<file path="config.mk">
export PLATFORM = sky130hd
export DESIGN_NAME = le18_port_arbiter
export DESIGN_NICKNAME = d
export VERILOG_FILES = /design/src/rtl/le18_port_arbiter.sv
export SDC_FILE = /design/constraint.sdc
export NUM_CORES = 1
export LEC_CHECK = 0
export ABC_CLOCK_PERIOD_IN_PS = 2300
export BUFFER_PORTS_ARGS = -buffer_cell sky130_fd_sc_hd__buf_4
export CAP_MARGIN = 20
export CORE_ASPECT_RATIO = 0.5
export CORE_UTILIZATION = 51
export DETAILED_ROUTE_END_ITERATION = 16
export PLACE_DENSITY = 0.79
export SYNTH_ARGS = -nofsm -noshare
export SYNTH_HDL_FRONTEND = slang
export SYNTH_SLANG_ARGS = --single-unit
</file>
<file path="constraint.sdc">
create_clock -name clk -period 2.3 [get_ports clk]
set_input_delay 0.46 -clock clk [delete_from_list [all_inputs] [get_ports clk]]
set_output_delay 0.46 -clock clk [all_outputs]
set_load 0.02 [all_outputs]
</file>
<file path="src/rtl/le18_port_arbiter.sv">
`default_nettype none
// ============================================================================
// Module      : le18_port_arbiter
// Description : LE18 RAM port-A arbiter. Z80 accesses have absolute priority
//               over a background full-RAM fill engine.
// Revision    : 1.0 - initial release
// ============================================================================
module le18_port_arbiter #(
    parameter int ADDR_W = 14,
    parameter int DATA_W = 6
) (
    input  logic              clk,
    input  logic              srst,
    input  logic              z80_req,
    input  logic              z80_we,
    input  logic [ADDR_W-1:0] z80_addr,
    input  logic [DATA_W-1:0] z80_wdata,
    output logic [DATA_W-1:0] z80_rdata,
    output logic              z80_rdy,
    input  logic              fill_start,
    input  logic              fill_abort,
    input  logic [DATA_W-1:0] fill_value,
    output logic              fill_busy,
    output logic              fill_done,
    output logic              ram_ce,
    output logic              ram_we,
    output logic              ram_oce,
    output logic [ADDR_W-1:0] ram_addr,
    output logic [DATA_W-1:0] ram_din,
    input  logic [DATA_W-1:0] ram_dout
);

    typedef enum logic [0:0] {
        ST_IDLE = 1'b0,
        ST_FILL = 1'b1
    } state_t;

    localparam logic [ADDR_W-1:0] C_LAST_ADDR = '1;

    state_t            r_state;
    logic [ADDR_W-1:0] r_fill_cnt;
    logic [DATA_W-1:0] r_fill_val;
    logic              r_rd_v1;
    logic              r_rd_done;
    logic [DATA_W-1:0] r_rdata_hold;

    // Read data is only valid on the RAM output during the completion cycle,
    // so it is forwarded combinationally then and held afterwards.
    assign z80_rdata = r_rd_done ? ram_dout : r_rdata_hold;

    always_ff @(posedge clk) begin
        if (srst) begin
            r_state      <= ST_IDLE;
            r_fill_cnt   <= '0;
            r_fill_val   <= '0;
            r_rd_v1      <= 1'b0;
            r_rd_done    <= 1'b0;
            r_rdata_hold <= '0;
            ram_ce       <= 1'b0;
            ram_we       <= 1'b0;
            ram_oce      <= 1'b0;
            ram_addr     <= '0;
            ram_din      <= '0;
            z80_rdy      <= 1'b0;
            fill_busy    <= 1'b0;
            fill_done    <= 1'b0;
        end else begin
            ram_ce    <= 1'b0;
            ram_we    <= 1'b0;
            fill_done <= 1'b0;

            // Read completion pipeline: ce -> oce -> data/rdy
            r_rd_v1   <= z80_req && !z80_we;
            ram_oce   <= r_rd_v1;
            r_rd_done <= ram_oce;
            z80_rdy   <= (z80_req && z80_we) || ram_oce;
            if (r_rd_done) begin
                r_rdata_hold <= ram_dout;
            end

            if (z80_req) begin
                ram_ce   <= 1'b1;
                ram_we   <= z80_we;
                ram_addr <= z80_addr;
                ram_din  <= z80_wdata;
            end else if (r_state == ST_FILL && !fill_abort) begin
                ram_ce   <= 1'b1;
                ram_we   <= 1'b1;
                ram_addr <= r_fill_cnt;
                ram_din  <= r_fill_val;
            end

            case (r_state)
                ST_IDLE: begin
                    if (fill_start && !fill_abort) begin
                        r_state    <= ST_FILL;
                        r_fill_cnt <= '0;
                        r_fill_val <= fill_value;
                        fill_busy  <= 1'b1;
                    end
                end
                ST_FILL: begin
                    if (fill_abort) begin
                        r_state   <= ST_IDLE;
                        fill_busy <= 1'b0;
                    end else if (!z80_req) begin
                        r_fill_cnt <= r_fill_cnt + 1'b1;
                        if (r_fill_cnt == C_LAST_ADDR) begin
                            r_state   <= ST_IDLE;
                            fill_busy <= 1'b0;
                            fill_done <= 1'b1;
                        end
                    end
                end
                default: begin
                    r_state   <= ST_IDLE;
                    fill_busy <= 1'b0;
                end
            endcase
        end
    end

endmodule
`default_nettype wire

</file>
==> reports/metrics.csv <==
stage;metric;value;unit
sta;fin_crit_sh;0.775;
logic_synthesis;synthCells;262;
flow_run;cap_violations;0;
min_path;hold_end;r_rd_v1;
clock_network;cts_tree;yes;
final_layout;final_cell_mix;buf_4, dfxtp_1, nand2_1;
logic_synthesis;synthAdderAreaFrac;0.00524;
critical_path;critPathRequiredTime;1.84;ns
clock_network;worst_setup_hold_path_clk_slew;0.09;ns
critical_path;r2r-start;r_state;
power_and_ir_drop;ir_drop;0.000364;V
sta;period_minus_slack;1.78;ns
logic_synthesis;synthFlopType;dfxtp_1;
route;ant_nets;0;
floorplanning;coreArea;4450;µm²
critical_path;startpoint_type;register;
floorplanning;die_x;98.8;µm
place;portBuffers;69;
sta;final.setup.worst_slack;0.517;ns
floorplanning;ios;70;
route;drc_errors;0;
critical_path;r2r_cells;4;
logic_synthesis;seq_area_frac_synth;0.461;
logic_synthesis;synth-xor-area-share;0.0147;
power_and_ir_drop;p_leak;1.30;nW
final_layout;filler_cell_count;352;
clock_network;clock_latency;0.31;ns
critical_path;path_delay_family;flip-flops;
sta;rsz0062_at_grt;false;
global_route;grt_pass1_wl;8.31;mm
floorplanning;die-area;4980;µm²
clock_network;clock-root-buffer;clkbuf_8;
critical_path;worstReg2RegEnd;r_fill_cnt[9];
critical_path;endpoint_kind;output port;
floorplanning;chipHeight;50.4;µm
final_layout;nNetsFinal;363;
global_route;track_usage;0.217;
critical_path;reg2reg_setup_slack;0.54;ns
clock_network;holdBufCountCts;0;
route;wl;5.13;mm
place;post-dp-hpwl;3.57;mm
route;avgRoutedWirePerCell;13.4;µm
clock_network;ctsHtreeMaxLevel;2;
clock_network;cts_made_buffers;5;
clock_network;cts-resized-gates;0;
final_layout;antenna_cells;0;
critical_path;worst_path_largest_cell_delay;0.47;ns
logic_synthesis;synth_area_per_cell;9.11;µm²
critical_path;worstPathCellList;mux2_2, buf_4;
final_layout;regArea;1100;µm²
global_route;grt-ovfl-total;0;
floorplanning;start_util;0.537;
clock_network;post_cts_buffers;0;
clock_network;cts.path.max_buffers;2;
logic_synthesis;yosys_warnings;0;
critical_path;path_max_fanout;6;
critical_path;cp_slowest_cell;dfxtp_1;
final_layout;layout_commonest_cell;buf_4;
logic_synthesis;ys_seq_elements;55;
min_path;min_path_type;in -> reg;
final_layout;multi_input_area;1210;µm²
sta;timing.setup.tns;0;ns
critical_path;arrival;1.32;ns
sta;drv_slew;0;
global_route;grt_max_degree;48;
run_status;status;finished, final reports clean;
final_layout;areaGrowthSynthToFinish;28.5;%
floorplanning;rows;17;
critical_path;path_buf_inv;1;
logic_synthesis;syn_nets;301;
route;firstDrtPassIters;4;
place;place_congestion;0.848;
final_layout;fin_util;0.690;
logic_synthesis;muxShareOfSynthArea;0.160;
sta;worstMarginPinSlew;0.709;ns
logic_synthesis;synthSimpleGateAreaFrac;0.212;
clock_network;cts.sinks;55;
logic_synthesis;synth_area;2390;µm²
critical_path;crit_type;reg -> out;
sta;fmax;0.561;GHz
sta;fin_skew;0.00465;ns
global_route;antenna_found_initial;0;
logic_synthesis;synth_top_family_by_area;simple AND/OR/NAND/NOR gates;
sta;finalHoldViolCount;0;
final_layout;drive_gt1_frac;0.348;
route;via_per_inst;5.29;
power_and_ir_drop;p_per_area;651;nW/µm²
global_route;grt_pass1_vias;1862;
logic_synthesis;ys_async_sr_fraction;0;
min_path;worstHoldPathCells;2;
route;via_count;2022;
min_path;worstHoldStart;z80_we;
route;drt_iter0_drc;103;
logic_synthesis;synth_cell_types;34;
sta;setup_viol;0;
logic_synthesis;synth_edf_count;0;
place;pre_cts_slack;0.392;ns
sta;relSlewSlack;0.527;
logic_synthesis;synth_compound_area_frac;0.111;
-- metrics by stage --
stage	cell area [µm²]	hold slack, ns	power (mW)	std cells
2_1_floorplan	2390	0.414	1.16	262
3_3_place_gp	2940	0.423	1.27	374
3_5_place_dp	2940	0.426	1.27	374
4_1_cts	3070	0.304	2.02	382
5_1_grt	3070	0.304	2.08	382
6_report	3070	0.310	2.00	382
-- registers in the layout, indices dropped and copies added (netlist names) --
name and cells:
ram_oce 1, r_fill_cnt 14, r_rdata_hold 6, r_rd_v1 1
r_state 1, r_rd_done 1, fill_done 1, fill_busy 1
z80_rdy 1, ram_din 6, ram_we 1, r_fill_val 6
ram_addr 14, ram_ce 1
-- how the worst max path moves through the flow --
stage                     startpoint  depth (start not counted)       endpoint
after global placement       z80_req                          5  r_fill_cnt[9]
after global routing         r_state                          4  r_fill_cnt[9]
after floorplan              z80_req                          5  r_fill_cnt[9]
final                      r_rd_done                          2   z80_rdata[0]
after CTS                  r_rd_done                          2   z80_rdata[0]
after detailed placement     z80_req                          5  r_fill_cnt[9]
-- where the power goes --
group	internal, mW	switching [mW]	leakage [nW]
Combinational	0.125	0.124	0.787
Sequential	0.985	0.0183	0.449
Clock	0.435	0.312	0.0654
-- layer usage --
metal	part of all wire	GRT usage
met1	0.46	0.260
met2	0.48	0.381
met3	0.053	0.0669
met4	0.012	0.0597
met5	0	0
-- Yosys cell counts (2+ instances only) --
cell,instances,area [µm²]
a211oi_1,3,22.5
nand3_1,6,30.0
or3_1,6,37.5
a2111o_1,2,22.5
dfxtp_1,55,1100
a21oi_1,31,155
xnor2_1,2,17.5
nor2b_1,8,50.1
xor2_1,2,17.5
inv_1,4,15.0
nor3b_1,3,22.5
buf_2,4,20.0
mux2i_1,9,90.1
mux2_2,26,293
or2_2,2,12.5
clkbuf_1,12,45.0
nor2_1,16,60.1
nand2_1,48,180
nand4_1,3,18.8
nor3_1,2,10.0
nand2b_4,2,27.5
o21ai_0,4,20.0
-- final cells by class --
class                      instances  share of cell area
clock buffer                       6              0.0237
timing repair buffer              72               0.176
clock inverter                     2              0.0196
multi-input combinational        186               0.394
sequential                        55               0.359
inverter                           4             0.00489
tap                               57              0.0232
-- kinds of logic after synthesis --
logic type | count (synthesis)
DFF | 55
AOI/OAI and AO/OA | 43
and+or+nand+nor | 103
adders and majority gates | 1
xor gates and xnor gates | 4
buffers and inverters | 21
muxes | 35
Power figures use the tool's default switching activity.
